**src/rtl/pipe_stage_ctrl_pkg.sv**
```systemverilog
// pipe_stage_ctrl_pkg: shared types for the LC-3b pipeline sequencer.
package pipe_stage_ctrl_pkg;
  typedef enum logic [1:0] {RUN, MEM_WAIT, DRAIN} lc3b_pipe_state;
endpackage

```
**src/rtl/pipe_stage_ctrl_if.sv**
```systemverilog
// pipe_stage_ctrl_if: hazard flags in, stage load strobes/valids/cache strobes out.
interface pipe_stage_ctrl_if #(parameter int CNT_W = 16);
  logic icache_resp;
  logic dmem_req;
  logic dcache_resp;
  logic load_use;
  logic br_taken;
  logic load_pc;
  logic load_ifid;
  logic load_idex;
  logic load_exmem;
  logic load_memwb;
  logic valid_id;
  logic valid_ex;
  logic valid_mem;
  logic valid_wb;
  logic icache_read;
  logic dcache_strobe;
  logic [CNT_W-1:0] stall_cycles;
  modport master (
    input  icache_resp, dmem_req, dcache_resp, load_use, br_taken,
    output load_pc, load_ifid, load_idex, load_exmem, load_memwb,
    output valid_id, valid_ex, valid_mem, valid_wb,
    output icache_read, dcache_strobe, stall_cycles
  );
  modport slave (
    output icache_resp, dmem_req, dcache_resp, load_use, br_taken,
    input  load_pc, load_ifid, load_idex, load_exmem, load_memwb,
    input  valid_id, valid_ex, valid_mem, valid_wb,
    input  icache_read, dcache_strobe, stall_cycles
  );
endinterface

```
**src/rtl/pipe_stage_ctrl_sat_counter.sv**
```systemverilog
// sat_counter: saturating up-counter with async active-high reset.
module sat_counter #(parameter int W = 16) (
  input  logic         clk,
  input  logic         reset,
  input  logic         inc,
  output logic [W-1:0] count
);
  always_ff @(posedge clk or posedge reset)
    if (reset) count <= '0;
    else if (inc && !(&count)) count <= count + 1'b1;
endmodule

```
**src/rtl/pipe_stage_ctrl.sv**
```systemverilog
// pipe_stage_ctrl: LC-3b pipeline load/valid/cache-strobe sequencer.
// Stall performance counter built only when PIPE_STALL_PERF_EN is defined.
module pipe_stage_ctrl
  import pipe_stage_ctrl_pkg::*;
#(parameter int CNT_W = 16) (
  input logic clk,
  input logic reset,
  pipe_stage_ctrl_if.master p
);
  lc3b_pipe_state state;
  logic dstall, flush, luse, fmiss, drain, adv;
  always_comb begin
    drain = state == DRAIN;
    dstall = p.valid_mem & p.dmem_req & ~p.dcache_resp;
    flush = p.valid_mem & p.br_taken & ~dstall;
    luse = p.load_use & p.valid_id & p.valid_ex & ~dstall & ~flush;
    fmiss = ~dstall & ~flush & ~luse & ~drain & ~p.icache_resp;
    adv = ~reset & ~dstall;
    p.load_pc = adv & ~luse & (flush | p.icache_resp);
    p.load_ifid = adv & ~luse;
    p.load_idex = adv;
    p.load_exmem = adv;
    p.load_memwb = adv;
    p.icache_read = ~reset & (state != MEM_WAIT);
    p.dcache_strobe = ~reset & ~drain & p.valid_mem & p.dmem_req;
  end
  // A fetch landing during DRAIN belongs to the squashed path, so ID gets a bubble.
  always_ff @(posedge clk or posedge reset)
    if (reset) begin
      state <= RUN;
      p.valid_id <= 1'b0;
      p.valid_ex <= 1'b0;
      p.valid_mem <= 1'b0;
      p.valid_wb <= 1'b0;
    end else begin
      state <= dstall ? MEM_WAIT : ((flush | drain) & ~p.icache_resp) ? DRAIN : RUN;
      if (!dstall) begin
        p.valid_id <= (flush | drain) ? 1'b0 : luse ? p.valid_id : p.icache_resp;
        p.valid_ex <= ~(flush | luse) & p.valid_id;
        p.valid_mem <= ~flush & p.valid_ex;
        p.valid_wb <= p.valid_mem;
      end
    end
`ifdef PIPE_STALL_PERF_EN
  sat_counter #(.W(CNT_W)) u_cnt (
    .clk(clk),
    .reset(reset),
    .inc(dstall | luse | fmiss | drain),
    .count(p.stall_cycles)
  );
`else
  assign p.stall_cycles = {CNT_W{1'b0}};
`endif
endmodule

```
**src/flat_wrapper.sv**
```systemverilog
// flat-port wrapper written by rule: the top's interface ports become plain ports
module pipe_stage_ctrl_flat import pipe_stage_ctrl_pkg::*;
#(parameter int CNT_W = 16)
  (clk, reset, p_icache_resp, p_dmem_req, p_dcache_resp, p_load_use, p_br_taken, p_load_pc, p_load_ifid, p_load_idex, p_load_exmem, p_load_memwb, p_valid_id, p_valid_ex, p_valid_mem, p_valid_wb, p_icache_read, p_dcache_strobe, p_stall_cycles);
  pipe_stage_ctrl_if #(.CNT_W(CNT_W)) p_i ();
  input logic clk;
  input logic reset;
  input wire logic [$bits(p_i.icache_resp)-1:0] p_icache_resp;
  input wire logic [$bits(p_i.dmem_req)-1:0] p_dmem_req;
  input wire logic [$bits(p_i.dcache_resp)-1:0] p_dcache_resp;
  input wire logic [$bits(p_i.load_use)-1:0] p_load_use;
  input wire logic [$bits(p_i.br_taken)-1:0] p_br_taken;
  output wire logic [$bits(p_i.load_pc)-1:0] p_load_pc;
  output wire logic [$bits(p_i.load_ifid)-1:0] p_load_ifid;
  output wire logic [$bits(p_i.load_idex)-1:0] p_load_idex;
  output wire logic [$bits(p_i.load_exmem)-1:0] p_load_exmem;
  output wire logic [$bits(p_i.load_memwb)-1:0] p_load_memwb;
  output wire logic [$bits(p_i.valid_id)-1:0] p_valid_id;
  output wire logic [$bits(p_i.valid_ex)-1:0] p_valid_ex;
  output wire logic [$bits(p_i.valid_mem)-1:0] p_valid_mem;
  output wire logic [$bits(p_i.valid_wb)-1:0] p_valid_wb;
  output wire logic [$bits(p_i.icache_read)-1:0] p_icache_read;
  output wire logic [$bits(p_i.dcache_strobe)-1:0] p_dcache_strobe;
  output wire logic [$bits(p_i.stall_cycles)-1:0] p_stall_cycles;
  assign p_i.icache_resp = p_icache_resp;
  assign p_i.dmem_req = p_dmem_req;
  assign p_i.dcache_resp = p_dcache_resp;
  assign p_i.load_use = p_load_use;
  assign p_i.br_taken = p_br_taken;
  assign p_load_pc = p_i.load_pc;
  assign p_load_ifid = p_i.load_ifid;
  assign p_load_idex = p_i.load_idex;
  assign p_load_exmem = p_i.load_exmem;
  assign p_load_memwb = p_i.load_memwb;
  assign p_valid_id = p_i.valid_id;
  assign p_valid_ex = p_i.valid_ex;
  assign p_valid_mem = p_i.valid_mem;
  assign p_valid_wb = p_i.valid_wb;
  assign p_icache_read = p_i.icache_read;
  assign p_dcache_strobe = p_i.dcache_strobe;
  assign p_stall_cycles = p_i.stall_cycles;
  pipe_stage_ctrl #(.CNT_W(CNT_W)) u_core (.clk(clk), .reset(reset), .p(p_i));
endmodule
```
**config.mk**
```make
export PLATFORM = sky130hd
export DESIGN_NAME = pipe_stage_ctrl_flat
export DESIGN_NICKNAME = d
export VERILOG_FILES = /design/src/rtl/pipe_stage_ctrl_pkg.sv /design/src/rtl/pipe_stage_ctrl_if.sv /design/src/rtl/pipe_stage_ctrl_sat_counter.sv /design/src/rtl/pipe_stage_ctrl.sv /design/src/flat_wrapper.sv
export SDC_FILE = /design/constraint.sdc
export NUM_CORES = 1
export LEC_CHECK = 0
export CORE_MARGIN = 4
export CORE_UTILIZATION = 34
export CTS_BUF_LIST = sky130_fd_sc_hd__clkbuf_16
export DETAILED_ROUTE_END_ITERATION = 12
export PLACE_DENSITY = 0.79
export SYNTH_ARGS = -nofsm -noshare
export SYNTH_HDL_FRONTEND = slang
export SYNTH_SLANG_ARGS = --single-unit
```
**constraint.sdc**
```tcl
create_clock -name clk -period 3 [get_ports clk]
set_clock_uncertainty 0.05 [all_clocks]
set_input_delay 0.6 -clock clk [delete_from_list [all_inputs] [get_ports clk]]
set_output_delay 0.6 -clock clk [all_outputs]
set_load 0.005 [all_outputs]
```
==> flow_summary.toml, run 1 <==
[routing]
drt_first_iter_violations = 9
vias = 318
vias_per_cell = 3.88
wl_per_cell_um = 9.78
antenna_left = 0
totalWireLength_um = 802
drc_errors = 0
firstDrtPassIters = 3

[die]
die_w_um = 44.1
die_h_um = 44.1
start_util_pct = 37.9
die_area_mm2 = 0.00195
io_pins = 34
rows = 12
core_area_mm2 = 0.00117

[global_route]
grt_overflow = 0
grt_pass1_wl_um = 1190
first_global_vias = 291
grtUsageTotal_pct = 8.35
antenna_found_initial = 0
grt_max_degree = 8

[worst_setup_path]
path_max_fanout = 4
cp-end-kind = "output port"
required_ns = 2.35
start_kind = "input pin"
worst-setup-path-type = "input pin to output port"
worstPathArrival_ns = 2.12

[clock_network]
cts-buffers-inserted = 3
cts_htree_levels = 1
cts_root_buf = "clkbuf_16"
ctsHoldBuffers = 0
cts_tree = "done"
path_clk_slew_ns = 0.03
postCtsSetupBuffers = 0
numClockSinks = 6
postCtsResizedCells = 0
insertion_delay_ns = 0.22
clk_path_buf_depth = 2

[logic_synthesis]
ys_ff_latch = 6
ys_seq_area_share_pct = 33.8
syn_area_um2 = 444
yosysWarnings = 0
synth_cell_types = 20
synth_area_per_cell_um2 = 8.71
synthCells = 51

[pwr]
power_switching_mw = 0.116
vdd_drop_max_mv = 0.438
switching_share_pct = 23.6
pwr-share-clk_pct = 42.5
power_frac_comb_pct = 30.4
p_seq_share_pct = 27.2
powerDensity_mw_per_mm2 = 787
p_leak_nw = 0.309
p_int_mw = 0.375

[cells_and_area]
fin_nets = 77
syn_to_final_growth_pct = 40.6
antenna_cells = 0
final_layout_size_suffix_gt1_share_pct = 11.8

[placed_design]
port_buffers = 17
hpwl_um = 681
gp_congestion = 0.672

[sta]
fmax_mhz = 361
whs_ns = 0.451
hold_viol = 0
min_period_ns = 2.77
setup_viol = 0
drv_slew = 0
rsz0062_at_grt = "false"
min_period_over_period_pct = 92.3
fin_setup_tns_ns = 0

[outcome]
outcome = "finished, final reports clean"

[run]
maxCapViolCount = 0

[hold_path]
hp-class = "flip-flop to flip-flop"
[power groups by stage]
stage | Clock [mW] | Sequential [mW] | Combinational (mW)
2_1_floorplan | 0 | 0.133 | 0.0820
3_3_place_gp | 0 | 0.134 | 0.150
3_5_place_dp | 0 | 0.134 | 0.151
4_1_cts | 0.213 | 0.134 | 0.152
5_1_grt | 0.218 | 0.139 | 0.165
6_report | 0.209 | 0.133 | 0.149
[path summary, 6_finish.rpt]
check	startpoint	endpoint	slack, ns	cells after the start
max in group asynchronous	reset	u_core.p.valid_id	2.05	2
worst min register to register	u_core.p.valid_wb	u_core.p.valid_wb	0.45	1
min in group asynchronous	reset	u_core.state[0]	0.66	2
worst min-delay path	u_core.p.valid_wb	u_core.p.valid_wb	0.45	1
worst max-delay path	p_dcache_resp	p_load_pc	0.23	5
worst max register to register	u_core.p.valid_mem	u_core.p.valid_id	1.76	4
[final cells by class]
type	count	area (µm²)
fillers	108	547
clock buffers	3	75.1
repair buffers	18	178
inverters	4	15.0
flip-flops and latches	6	150
multi-input cells	37	189
well taps	14	17.5
[logic make-up after synthesis]
kind of cell           share of synthesized area [%]
AO/OA/AOI/OAI                                   14.9
AND/OR/NAND/NOR                                 14.1
other                                          0.844
buffers and inverters                           36.3
flip-flops                                      33.8
[worst max-delay path: stages]
cell and delay (ns):
clkdlybuf4s50_1 0.47, and3b_1 0.20, nor2_1 0.20, and2_1 0.16, clkdlybuf4s50_1 0.49
[synth_stat cells]
master / n / area [µm²]
o31a_2: 1 / 10.0
nand3_1: 1 / 5.00
nor2b_1: 1 / 6.26
and3_2: 1 / 7.51
buf_4: 18 / 135
and2_1: 1 / 6.26
and3b_1: 1 / 8.76
conb_1: 1 / 3.75
a22o_1: 1 / 8.76
inv_1: 4 / 15.0
a21oi_1: 2 / 10.0
o21ai_0: 2 / 10.0
nand2_1: 4 / 15.0
dfrtp_1: 6 / 150
nor3_1: 2 / 10.0
buf_6: 1 / 11.3
nor2_1: 1 / 3.75
o21bai_2: 1 / 11.3
a21o_2: 1 / 8.76
a211oi_1: 1 / 7.51
[sequential cells by signal (all words and copies together) (netlist names)]
signal,count
u_core.state,2
u_core.p.valid_ex,1
u_core.p.valid_id,1
u_core.p.valid_mem,1
u_core.p.valid_wb,1
[per-layer routing]
metal / share of wire (%) / vias up / global-route usage, %
met3: 12 / 0 / 3.25
li1: - / 165 / -
met2: 47 / 19 / 12.2
met5: 0 / - / 0
met1: 41 / 134 / 9.36
met4: 0 / 0 / 7.23
[metrics by stage]
| step | instance area (µm²) | instances | setup slack, ns | util (%) | power (mW) |
|---|---|---|---|---|---|
| 3_5_place_dp | 549 | 79 | 0.203 | 46.9 | 0.286 |
| 5_1_grt | 624 | 82 | 0.0952 | 53.3 | 0.521 |
| 3_3_place_gp | 549 | 79 | 0.266 | 46.9 | 0.284 |
| 2_1_floorplan | 500 | 66 | 1.10 | - | 0.215 |
| 4_1_cts | 624 | 82 | 0.203 | 53.3 | 0.499 |
| 6_report | 624 | 82 | 0.231 | 53.3 | 0.491 |
[placed cells by master, fill, tap and decap left out, types with 2 or more instances in the layout]
cell	n
clkbuf_16	3
clkdlybuf4s50_1	17
inv_1	4
dfrtp_1	6
a21oi_1	2
nor3_1	2
conb_1	16
nand2_1	4
o21ai_0	2
No activity file was read; power rests on OpenSTA's default activity.
==> run 2: changes to the inputs <==
- CORE_UTILIZATION: 34 -> 32
- PLACE_DENSITY: 0.79 -> 0.75
- clock period: 3 -> 2.55 ns (I/O delays scaled with it)
==> flow_summary.toml, run 2 (same netlist as run 1, synthesis figures left out) <==
[sta]
hold_viol = 0
fmax_mhz = 408
fin_setup_tns_ns = 0
rsz0062_at_grt = "false"
min_period_over_period_pct = 96.2
min_period_ns = 2.45
setup_viol = 0
drv_slew = 0

[cells_and_area]
largest_reg_flops = 2
top_register = "u_core.state"
fillCellCount = 136
layout_common_cells = "conb_1, clkdlybuf4s50_1, dfrtp_1, inv_1, nand2_1"
final_layout_size_suffix_gt1_share_pct = 14.5
antenna_cells = 0
syn_to_final_growth_pct = 43.7
fin_nets = 78
seqCellArea_um2 = 150
multi_input_area_um2 = 191

[worst_setup_path]
path_max_fanout = 3
cp-end-kind = "output port"
start_kind = "input pin"
worstPathArrival_ns = 1.89
worst-setup-path-type = "input pin to output port"
required_ns = 1.99

[die]
die_area_mm2 = 0.00205
start_util_pct = 34.1
rows = 13
core_area_mm2 = 0.00130
io_pins = 34
die_h_um = 45.3
die_w_um = 45.3

[hold_path]
hp-class = "flip-flop to flip-flop"

[pwr]
vdd_drop_max_mv = 0.673
switching_share_pct = 24.1
p_leak_nw = 0.325
p_int_mw = 0.443
pwr-share-clk_pct = 42.3
power_switching_mw = 0.141
p_seq_share_pct = 27.2
power_frac_comb_pct = 30.4
powerDensity_mw_per_mm2 = 915
fin_total_pwr_mw = 0.584

[routing]
antenna_left = 0
totalWireLength_um = 827
vias_per_cell = 4.06
vias = 341
drc_errors = 0
wl_per_cell_um = 9.85
firstDrtPassIters = 4
drt_first_iter_violations = 2

[clock_network]
cts_tree = "done"
path_clk_slew_ns = 0.03
insertion_delay_ns = 0.22
cts-buffers-inserted = 3
ctsHoldBuffers = 0
cts_root_buf = "clkbuf_16"
numClockSinks = 6
clk_path_buf_depth = 2
cts_htree_levels = 1

[global_route]
grt_max_degree = 8
grtUsageTotal_pct = 9.08
grt_overflow = 0
first_global_vias = 310
grt_pass1_wl_um = 1270
antenna_found_initial = 0

[placed_design]
gp_congestion = 0.720
port_buffers = 17
hpwl_um = 690

[run]
maxCapViolCount = 0

[outcome]
outcome = "finished, final reports clean"
## run 2: changes by cell type in the layout (fill, tap and decap cells not counted), sizes merged
cell,before,now
clkdlybuf4s50,17,16
dlymetal6s2s,0,1
buf,1,2
## run 2: power by group through the flow
| stage | Sequential (mW) | Clock [mW] | Combinational (mW) |
|---|---|---|---|
| after global placement | 0.158 | 0 | 0.179 |
| final | 0.159 | 0.247 | 0.178 |
| after CTS | 0.159 | 0.252 | 0.181 |
| after floorplan | 0.156 | 0 | 0.0965 |
| after global routing | 0.165 | 0.259 | 0.197 |
| after detailed placement | 0.160 | 0 | 0.180 |
## run 2: worst paths after layout
check                                   startpoint                end  slack (ns)  cells after the start
worst min-delay path             u_core.p.valid_wb  u_core.p.valid_wb        0.45                      1
worst min register to register   u_core.p.valid_wb  u_core.p.valid_wb        0.45                      1
min in group asynchronous                    reset  u_core.p.valid_ex        0.59                      2
worst max-delay path                 p_dcache_resp       p_load_memwb         0.1                      5
max in group asynchronous                    reset  u_core.p.valid_wb        1.67                      2
worst max register to register  u_core.p.valid_mem  u_core.p.valid_id        1.30                      4
## run 2: area by class of cell
cell class	count	area share, %
well taps	15	2.94
repair buffers	19	29.4
inverters	4	2.35
clock buffers	3	11.8
flip-flops and latches	6	23.5
multi-input cells	37	30.0
## run 2: critical path, stage by stage
cell and delay [ns]:
clkdlybuf4s50_1 0.47, and3b_1 0.21, nor2_2 0.09, buf_4 0.12, clkdlybuf4s50_1 0.50
## run 2: per-layer routing
metal | global-route usage [%] | part of all wire (%) | vias up
met4 | 8.77 | 2.5 | 0
li1 | - | - | 169
met1 | 10.7 | 37 | 142
met3 | 2.39 | 15 | 2
met2 | 13.0 | 45 | 28
met5 | 0 | 0 | -
## run 2: through the flow
| stage | cells | cell area (µm²) | util, % | setup slack [ns] | hold slack (ns) |
|---|---|---|---|---|---|
| floorplan | 66 | 500 | - | 0.834 | 0.251 |
| global placement | 81 | 558 | 42.9 | 0.0726 | 0.451 |
| detailed placement | 81 | 558 | 42.9 | 0.0299 | 0.452 |
| CTS | 84 | 633 | 48.7 | 0.0349 | 0.459 |
| global route | 84 | 638 | 49.0 | 0.00889 | 0.474 |
| finish | 84 | 638 | 49.0 | 0.0965 | 0.452 |
## run 2: what timing repair did
action	in CTS	in global routing
hold endpoints to repair	0	0
setup buffers	0	0
resized for setup	0	2
setup endpoints to repair	0	5
